==> src/rtl/uart_pkg.sv <==
// Shared definitions for the UART transmitter: frame FSM states, data-width
// limits and the oversample counter width helper.
package uart_pkg;

  localparam int DATA_W_MIN   = 5;
  localparam int DATA_W_LIMIT = 9;

  typedef enum logic [2:0] {
    IDLE   = 3'd0,
    START  = 3'd1,
    DATA   = 3'd2,
    PARITY = 3'd3,
    STOP   = 3'd4
  } uart_state_e;

  // Width of a counter that runs 0..ovs-1; never narrower than one bit.
  function automatic int ovs_cnt_w(input int ovs);
    return (ovs <= 2) ? 1 : $clog2(ovs);
  endfunction

endpackage

==> src/rtl/uart_tx_fifo.sv <==
// Synchronous FIFO with registered storage; the head entry is presented on
// o_data whenever o_empty is low. DEPTH must be a power of two.
module uart_tx_fifo #(
  parameter int WIDTH = 16,
  parameter int DEPTH = 8
) (
  input  logic             clk,
  input  logic             rst_n,
  input  logic             i_push,
  input  logic [WIDTH-1:0] i_data,
  input  logic             i_pop,
  output logic [WIDTH-1:0] o_data,
  output logic             o_full,
  output logic             o_empty,
  output logic [6:0]       o_level
);

  localparam int AW = (DEPTH <= 2) ? 1 : $clog2(DEPTH);

  logic [WIDTH-1:0] r_mem [DEPTH];
  logic [AW-1:0]    r_wr_ptr;
  logic [AW-1:0]    r_rd_ptr;
  logic [AW:0]      r_count;
  logic             w_push;
  logic             w_pop;

  assign o_full  = (r_count == (AW+1)'(DEPTH));
  assign o_empty = (r_count == '0);
  assign w_push  = i_push && !o_full;
  assign w_pop   = i_pop && !o_empty;
  assign o_data  = r_mem[r_rd_ptr];
  assign o_level = 7'(r_count);

  always_ff @(posedge clk) begin
    if (w_push) r_mem[r_wr_ptr] <= i_data;
  end

  // Pointers wrap naturally because DEPTH is a power of two.
  always_ff @(posedge clk or negedge rst_n) begin
    if (!rst_n) begin
      r_wr_ptr <= '0;
      r_rd_ptr <= '0;
      r_count  <= '0;
    end else begin
      if (w_push) r_wr_ptr <= r_wr_ptr + 1'b1;
      if (w_pop)  r_rd_ptr <= r_rd_ptr + 1'b1;
      case ({w_push, w_pop})
        2'b10:   r_count <= r_count + 1'b1;
        2'b01:   r_count <= r_count - 1'b1;
        default: r_count <= r_count;
      endcase
    end
  end

endmodule

==> src/rtl/uart_tx_gen.sv <==
// UART transmitter with per-word frame configuration. Optional input FIFO is
// built when UART_TX_FIFO_EN is defined; otherwise a single holding register.
module uart_tx_gen
  import uart_pkg::*;
#(
  parameter int DATA_W_MAX = 9,
  parameter int OVS        = 16,
  parameter int FIFO_DEPTH = 8
) (
  input  logic                  clk,
  input  logic                  rst_n,
  input  logic                  clk_en,
  input  logic [DATA_W_MAX-1:0] data_i,
  input  logic                  valid_i,
  output logic                  ready_o,
  input  logic [3:0]            data_bits_i,
  input  logic                  par_en_i,
  input  logic                  par_odd_i,
  input  logic                  stop2_i,
  output logic                  txd_o,
  output logic                  busy_o,
  output logic                  done_o,
  output logic [6:0]            level_o,
  output logic [2:0]            dbg_state_o
);

  localparam int CW = ovs_cnt_w(OVS);
  localparam int WW = DATA_W_MAX + 7;
  localparam logic [CW-1:0] OVS_LAST = CW'(OVS - 1);

  // Handshake: a word moves on a clk edge where valid_i && ready_o; the
  // frame configuration travels with the word so later changes are ignored.
  logic [WW-1:0]         w_in_word;
  logic [WW-1:0]         w_word;
  logic                  w_word_avail;
  logic                  w_load;
  logic [DATA_W_MAX-1:0] w_w_data;
  logic [3:0]            w_w_bits;
  logic                  w_w_par_en;
  logic                  w_w_par_odd;
  logic                  w_w_stop2;
  logic [3:0]            w_nbits;
  logic                  w_par;
  logic                  w_bit_end;

  uart_state_e           r_state, n_state;
  logic [CW-1:0]         r_ovs, n_ovs;
  logic [3:0]            r_bit, n_bit;
  logic [DATA_W_MAX-1:0] r_shift, n_shift;
  logic [3:0]            r_nbits, n_nbits;
  logic                  r_par, n_par;
  logic                  r_par_en, n_par_en;
  logic                  r_stop2, n_stop2;
  logic                  r_txd, n_txd;
  logic                  r_done, n_done;

  assign w_in_word = {stop2_i, par_odd_i, par_en_i, data_bits_i, data_i};

`ifdef UART_TX_FIFO_EN
  logic w_full;
  logic w_empty;

  uart_tx_fifo #(
    .WIDTH (WW),
    .DEPTH (FIFO_DEPTH)
  ) u_fifo (
    .clk     (clk),
    .rst_n   (rst_n),
    .i_push  (valid_i && !w_full),
    .i_data  (w_in_word),
    .i_pop   (w_load),
    .o_data  (w_word),
    .o_full  (w_full),
    .o_empty (w_empty),
    .o_level (level_o)
  );

  assign ready_o      = !w_full;
  assign w_word_avail = !w_empty;
`else
  logic          r_hold_valid;
  logic [WW-1:0] r_hold;

  assign ready_o      = (r_state == IDLE) && !r_hold_valid;
  assign w_word       = r_hold;
  assign w_word_avail = r_hold_valid;
  assign level_o      = '0;

  always_ff @(posedge clk or negedge rst_n) begin
    if (!rst_n) begin
      r_hold_valid <= 1'b0;
      r_hold       <= '0;
    end else if (valid_i && ready_o) begin
      r_hold_valid <= 1'b1;
      r_hold       <= w_in_word;
    end else if (w_load) begin
      r_hold_valid <= 1'b0;
    end
  end
`endif

  assign w_w_data    = w_word[DATA_W_MAX-1:0];
  assign w_w_bits    = w_word[DATA_W_MAX+3:DATA_W_MAX];
  assign w_w_par_en  = w_word[DATA_W_MAX+4];
  assign w_w_par_odd = w_word[DATA_W_MAX+5];
  assign w_w_stop2   = w_word[DATA_W_MAX+6];

  assign w_nbits = (w_w_bits < 4'(DATA_W_MIN)) ? 4'(DATA_W_MIN) :
                   (w_w_bits > 4'(DATA_W_MAX)) ? 4'(DATA_W_MAX) : w_w_bits;

  // Parity covers only the bits that will actually be sent.
  always_comb begin
    w_par = w_w_par_odd;
    for (int i = 0; i < DATA_W_MAX; i++) begin
      if (4'(i) < w_nbits) w_par = w_par ^ w_w_data[i];
    end
  end

  assign w_bit_end = clk_en && (r_ovs == OVS_LAST);

  always_comb begin
    n_state  = r_state;
    n_ovs    = r_ovs;
    n_bit    = r_bit;
    n_shift  = r_shift;
    n_nbits  = r_nbits;
    n_par    = r_par;
    n_par_en = r_par_en;
    n_stop2  = r_stop2;
    n_done   = 1'b0;
    w_load   = 1'b0;

    if (r_state != IDLE && clk_en) n_ovs = w_bit_end ? '0 : r_ovs + 1'b1;

    case (r_state)
      IDLE: begin
        if (w_word_avail) w_load = 1'b1;
      end
      START: begin
        if (w_bit_end) begin
          n_state = DATA;
          n_bit   = '0;
        end
      end
      DATA: begin
        if (w_bit_end) begin
          if (r_bit == r_nbits - 4'd1) begin
            n_state = r_par_en ? PARITY : STOP;
            n_bit   = '0;
          end else begin
            n_bit   = r_bit + 4'd1;
            n_shift = r_shift >> 1;
          end
        end
      end
      PARITY: begin
        if (w_bit_end) begin
          n_state = STOP;
          n_bit   = '0;
        end
      end
      STOP: begin
        if (w_bit_end) begin
          if (r_stop2 && r_bit == 4'd0) begin
            n_bit = 4'd1;
          end else begin
            n_done = 1'b1;
            if (w_word_avail) w_load = 1'b1;
            else              n_state = IDLE;
          end
        end
      end
      default: n_state = IDLE;
    endcase

    // Frame start (from IDLE or straight out of STOP) loads the next word.
    if (w_load) begin
      n_state  = START;
      n_ovs    = '0;
      n_bit    = '0;
      n_shift  = w_w_data;
      n_nbits  = w_nbits;
      n_par    = w_par;
      n_par_en = w_w_par_en;
      n_stop2  = w_w_stop2;
    end

    case (n_state)
      START:   n_txd = 1'b0;
      DATA:    n_txd = n_shift[0];
      PARITY:  n_txd = n_par;
      default: n_txd = 1'b1;
    endcase
  end

  always_ff @(posedge clk or negedge rst_n) begin
    if (!rst_n) begin
      r_state  <= IDLE;
      r_ovs    <= '0;
      r_bit    <= '0;
      r_shift  <= '0;
      r_nbits  <= '0;
      r_par    <= 1'b0;
      r_par_en <= 1'b0;
      r_stop2  <= 1'b0;
      r_txd    <= 1'b1;
      r_done   <= 1'b0;
    end else begin
      r_state  <= n_state;
      r_ovs    <= n_ovs;
      r_bit    <= n_bit;
      r_shift  <= n_shift;
      r_nbits  <= n_nbits;
      r_par    <= n_par;
      r_par_en <= n_par_en;
      r_stop2  <= n_stop2;
      r_txd    <= n_txd;
      r_done   <= n_done;
    end
  end

  assign txd_o       = r_txd;
  assign busy_o      = (r_state != IDLE);
  assign done_o      = r_done;
  assign dbg_state_o = r_state;

endmodule
==> config.mk <==
export PLATFORM = sky130hd
export DESIGN_NAME = uart_tx_gen
export DESIGN_NICKNAME = d
export VERILOG_FILES = /design/src/rtl/uart_pkg.sv /design/src/rtl/uart_tx_fifo.sv /design/src/rtl/uart_tx_gen.sv
export SDC_FILE = /design/constraint.sdc
export NUM_CORES = 1
export LEC_CHECK = 0
export ABC_AREA = 0
export CAP_MARGIN = 15
export CELL_PAD_IN_SITES_DETAIL_PLACEMENT = 0
export CELL_PAD_IN_SITES_GLOBAL_PLACEMENT = 1
export CORE_MARGIN = 5
export CORE_UTILIZATION = 49
export DETAILED_ROUTE_END_ITERATION = 8
export DONT_BUFFER_PORTS = 1
export GPL_ROUTABILITY_DRIVEN = 0
export PLACE_DENSITY_LB_ADDON = 0.1
export SYNTH_ARGS = -nofsm -noshare
export SYNTH_HDL_FRONTEND = slang
export SYNTH_SLANG_ARGS = --single-unit
==> constraint.sdc <==
create_clock -name clk -period 2.3 [get_ports clk]
set_clock_uncertainty 0.1 [all_clocks]
set_input_delay 0.23 -clock clk [delete_from_list [all_inputs] [get_ports clk]]
set_output_delay 0.23 -clock clk [all_outputs]
set_load 0.05 [all_outputs]
======== Word level (Yosys, flattened, before mapping) ========
Index checks and enable logic that the tools add are counted.
word-level totals
  register bits after elaboration ......... 46
  input bits .............................. 20
  output and inout bits ................... 14
  word-level logic and storage cells ...... 113
cells by class
  $add $sub $neg .......................... 3
  $lt $le $gt $ge ......................... 11
  eq/ne operators ......................... 14
  muxes and demuxes ....................... 46
  bitwise operators ....................... 9
  reductions and logical operators ........ 17
operators with widths
  operator                                                    number
  two-way mux 4 bit                                           11
  two-way mux 9 bit                                           4
  two-way mux 3 bit                                           9
  two-way mux 1 bit                                           18
  less-than comparator 3 x 4 -> 1 bit, first input constant   4
  case mux 3 bit (5 select lines)                             1
  == test 3 x 2 -> 1 bit, second input constant               4
  case mux 4 bit (3 select lines)                             1
  inequality test 3 bit, second input constant                3
  bitwise XOR 1 bit                                           9
  adder 4 x 1 -> 4 bit, second input constant                 2
  less-than comparator 1 x 4 -> 1 bit, first input constant   2
  less-than comparator 2 x 4 -> 1 bit, first input constant   2
  nonzero test 2 bit                                          4
  == test 3 x 1 -> 1 bit, second input constant               2
  logical AND 1 bit                                           5
  AND reduction 5 bit                                         1
  == test 4 bit                                               1
  == test 4 bit, second input constant                        1
  greater-than comparator 4 bit, second input constant        1
  logical NOT 4 bit                                           1
  less-than comparator 4 x 3 -> 1 bit, second input constant  1
  less-than comparator 4 bit, first input constant            1
  nonzero test 4 bit                                          1
  other kinds (11)                                            11

======== Longest topological paths before layout ========
  word-level depth ........................ 23
  depth in mapped cells ................... 9
  mapped depth without buffers ............ 8

======== Worst setup path before layout ========
OpenSTA, ideal clock, no wires.
  path type ............................... reg2reg
  start ................................... register r_state[0], in the netlist dbg_state_o[0]
  end ..................................... register r_hold[10]
  library setup time ...................... 0.125 ns
  arrival time ............................ 2.191 ns
  path slack .............................. -0.116 ns
  cell stages (with the launch flop) ...... 7
  path buffers ............................ 2
  clock period less this slack ............ 2.416 ns
  path through ............................ dfrtp_1 > or3_1 > buf_2 > nor2_4 > nand2_4 > buf_6 > mux2_4
on the way
  word-level cells in the longest chain between the ends .. 3
RTL lines
  item                      line                source
  start: declaration        uart_tx_gen.sv:46   uart_state_e r_state, n_state;
  start signal: assignment  uart_tx_gen.sv:209  r_state <= n_state;
  logical NOT 3 bit         uart_tx_gen.sv:84   assign ready_o = (r_state == IDLE) && !r_hold_valid;
  logical AND 1 bit         uart_tx_gen.sv:84
  via ready_o               uart_tx_gen.sv:15   output logic ready_o,
  logical AND 1 bit         uart_tx_gen.sv:93   end else if (valid_i && ready_o) begin
  end signal: assignment    uart_tx_gen.sv:95   r_hold <= w_in_word;
  end: declaration          uart_tx_gen.sv:82   logic [WW-1:0] r_hold;
The timed path passes the listed nets, and every way through them passes these cells.
A chain may end at the register's enable or synchronous reset.

======== Final worst setup path ========
  start ................................... register r_nbits[0]
  end ..................................... register r_txd, in the netlist txd_o
on the way
  word-level cells in the longest chain between the ends .. 8
RTL lines
  item                                                              line                source
  start: declaration                                                uart_tx_gen.sv:50   logic [3:0] r_nbits, n_nbits;
  start signal: assignment                                          uart_tx_gen.sv:213  r_nbits <= n_nbits;
  subtractor 4 x 1 -> 4 bit *                                       uart_tx_gen.sv:147  if (r_bit == r_nbits - 4'd1) begin
  == test 4 bit *                                                   uart_tx_gen.sv:147
  two-way mux 3 bit                                                 uart_tx_gen.sv:147
  two-way mux 3 bit                                                 uart_tx_gen.sv:146  if (w_bit_end) begin
  case mux 3 bit (5 select lines)                                   uart_tx_gen.sv:135  case (r_state)
  two-way mux 3 bit                                                 uart_tx_gen.sv:177  if (w_load) begin
  == test 3 x 2 -> 1 bit or == test 3 x 1 -> 1 bit (tied branches)  uart_tx_gen.sv:188  case (n_state)
  case mux 1 bit (3 select lines) *                                 uart_tx_gen.sv:188
  via n_txd                                                         uart_tx_gen.sv:54   logic r_txd, n_txd;
  end signal: assignment                                            uart_tx_gen.sv:217  r_txd <= n_txd;
  end: declaration                                                  uart_tx_gen.sv:54
Mark *: on every way through the listed nets, which the timed path passes. The rest lies on a longest branch. The select of a mux whose other input is x is not followed.

==> flow_metrics.py <==
metrics = {
    "outcome": {
        "status": "completed",
    },
    "worst_setup_path": {
        "critPathLaunchType": "flop",
        "path_class": "reg -> reg",
        "r2r-end": "txd_o",
        "worstPathRequired_ns": 2.43,
        "crit_start": "r_nbits[0]",
        "arrival_ns": 2.33,
        "cp-endpoint": "txd_o",
        "reg2reg_depth": 8,
        "crit_path_max_fanout": 5,
        "r2r_slack_ns": 0.10,
        "r2r_start": "r_nbits[0]",
        "cp-end-kind": "flop",
    },
    "synthesis": {
        "synth_top_cell_by_area": "dfrtp_1",
        "synth.most_common_cell": "dfrtp_1",
        "synth_flop_cell": "dfrtp_1",
        "async_flop_share": 1.00,
        "synth_common_cells": "dfrtp_1 (45), nand2_1 (38), nor2_1 (14)",
        "synth-seq-cells": 46,
        "synth_cell_types": 49,
        "synth-edff-count": 0,
        "synth.area.top_cells": "dfrtp_1 (47%), nand2_1 (5.9%), mux2_4 (5.6%)",
        "ys_seq_area_frac": 0.480,
        "yosys_warnings": 0,
        "syn-cell-area_um2": 2400,
        "netlist_instances": 227,
        "synth.avg_cell_area_um2": 10.6,
        "synth_top_area_share": 0.469,
    },
    "timing": {
        "relSlewSlack": 0.672,
        "period_needed_ns": 2.20,
        "rsz0062_at_grt": "true",
        "tightest_slew_ns": 0.485,
        "finalHoldViolCount": 0,
        "maxSlewViolCount": 0,
        "max_freq_mhz": 455,
        "setup_violations": 0,
        "finalCritPeriodShare": 0.956,
    },
    "pwr": {
        "power_frac_comb": 0.388,
        "sw_frac_of_total": 0.365,
        "pwr-share-clk": 0.163,
        "p_per_area_nw_per_um2": 1100,
        "seqPwrFrac": 0.449,
        "ir_drop_v": 0.000544,
        "p_switching_mw": 1.15,
        "p_total_mw": 3.14,
        "p_int_mw": 2.00,
        "power.leakage_nw": 1.33,
    },
    "floorplanning": {
        "die_width_um": 80,
        "fp.dieH_um": 80,
        "die_area_um2": 6400,
        "core_um2": 4750,
        "num_rows": 25,
        "pin_count": 34,
        "floorplan.initialDensity": 0.505,
    },
    "clock_tree": {
        "cts.sinks": 46,
        "htreeDepth": 2,
        "cts_tree": "yes",
        "root_buffer": "clkbuf_8",
        "cts_made_buffers": 5,
        "clock_path_buffers": 2,
        "clock_latency_ns": 0.29,
        "clk_pin_slew_ns": 0.09,
    },
    "global_route": {
        "overflow": 0,
        "grt_pass1_wl_mm": 8.11,
        "track_usage": 0.163,
        "grt_antenna_before_repair": 0,
        "grt_start_max_net_pins": 47,
        "grt_pass1_vias": 1746,
    },
    "layout": {
        "fillers": 418,
        "diodes": 0,
        "nNetsFinal": 282,
        "drive_above_1_share": 0.216,
        "fin_area_um2": 2850,
        "syn2layout_area_growth_pct": 18.9,
        "fin_cells": 326,
    },
    "routing": {
        "viasPerCell": 5.34,
        "ant_nets": 0,
        "wl_per_cell_um": 14.8,
        "first_pass_iters": 4,
        "first_iter_violations": 51,
        "drc": 0,
        "vias": 1741,
        "finalWirelength_mm": 4.83,
    },
    "placed_design": {
        "placed_area_um2": 2510,
        "port_buffers": 0,
        "place_hpwl_mm": 3.50,
        "dp.cells": 297,
    },
    "worst_hold_path": {
        "hp-class": "in -> reg",
    },
    "flow_run": {
        "drv_cap": 0,
    },
}
## flip-flops by register name, summed over array words and instances (netlist names), 3 cells and up
| name | cells |
|---|---|
| r_hold | 16 |
| dbg_state_o | 3 |
| r_nbits | 4 |
| r_bit | 4 |
| r_shift | 9 |
| r_ovs | 4 |
## power groups by stage
| stage | logic, mW | registers [mW] | clock network, mW |
|---|---|---|---|
| final | 1.22 | 1.41 | 0.513 |
| after detailed placement | 1.15 | 1.43 | 0 |
| after floorplan | 0.962 | 1.37 | 0 |
| after CTS | 1.20 | 1.41 | 0.535 |
| after global routing | 1.34 | 1.45 | 0.565 |
| after global placement | 1.11 | 1.41 | 0 |
## cell type report
cell class	instances	area (µm²)	share of cell area
multi-input combinational	166	1170	0.409
sequential	46	1150	0.405
timing repair buffer	34	333	0.117
clock buffer	7	86.3	0.0302
tap	67	83.8	0.0294
inverter	5	18.8	0.00658
clock inverter	1	8.76	0.00307
## how the worst min path moves through the flow
stage,start,end,slack [ns],cells past startpoint
detailed placement,rst_n,r_ovs[2],-0.16,0
finish,clk_en,r_ovs[2],0.08,3
CTS,clk_en,r_ovs[2],0.06,3
global placement,rst_n,r_ovs[2],-0.16,0
global route,clk_en,r_ovs[2],0.07,3
floorplan,rst_n,dbg_state_o[0],-0.17,0
## critical path, stage by stage (launching register included)
cell	delay, ns
dfrtp_1	0.41
inv_1	0.09
ha_1	0.16
xnor3_1	0.42
and3_4	0.21
a21oi_2	0.24
nor3_1	0.10
o31a_1	0.29
o2bb2ai_2	0.13
## what timing repair did
action,4_1_cts,5_1_grt
hold buffers,19,0
resized for setup,0,5
setup buffers,0,2
endpoints found under the setup margin,0,7
hold endpoints to repair,63,0
## logic make-up after synthesis
group                      Yosys count  share of synthesized area
DFF                                 46                      0.480
buffers and inverters               21                     0.0516
xor gates and xnor gates            15                     0.0693
and+or+nand+nor                     82                      0.164
muxes                               17                     0.0938
adders and majority gates            4                     0.0208
other                                1                    0.00156
AOI/OAI and AO/OA                   41                      0.119
## per-layer routing
| metal | global-route usage | part of all wire | vias to the layer above |
|---|---|---|---|
| li1 | - | - | 841 |
| met1 | 0.197 | 0.44 | 851 |
| met2 | 0.283 | 0.49 | 39 |
| met3 | 0.0339 | 0.041 | 10 |
| met4 | 0.0591 | 0.022 | 0 |
| met5 | 0 | 0 | - |
## per-stage QoR
step                 util  hold slack (ns)  TNS, ns  worst slack (ns)
floorplan               -           -0.166        0            0.0188
global placement    0.529           -0.164        0             0.187
detailed placement  0.529           -0.164        0            0.0409
CTS                 0.593           0.0589        0            0.0259
global route        0.600           0.0667  -0.0332           -0.0332
finish              0.600           0.0765        0             0.101
## cells in the final DEF (no fill, tap or decap), drive strengths merged, types with 8 or more instances in the layout
| cell type | instances |
|---|---|
| a21oi | 8 |
| buf | 16 |
| dfrtp | 45 |
| dlygate4sd3 | 18 |
| mux2 | 17 |
| nand2 | 39 |
| nor2 | 15 |
| nor3 | 8 |
| o21ai | 11 |
| xnor2 | 8 |
Power figures use the tool's default switching activity.
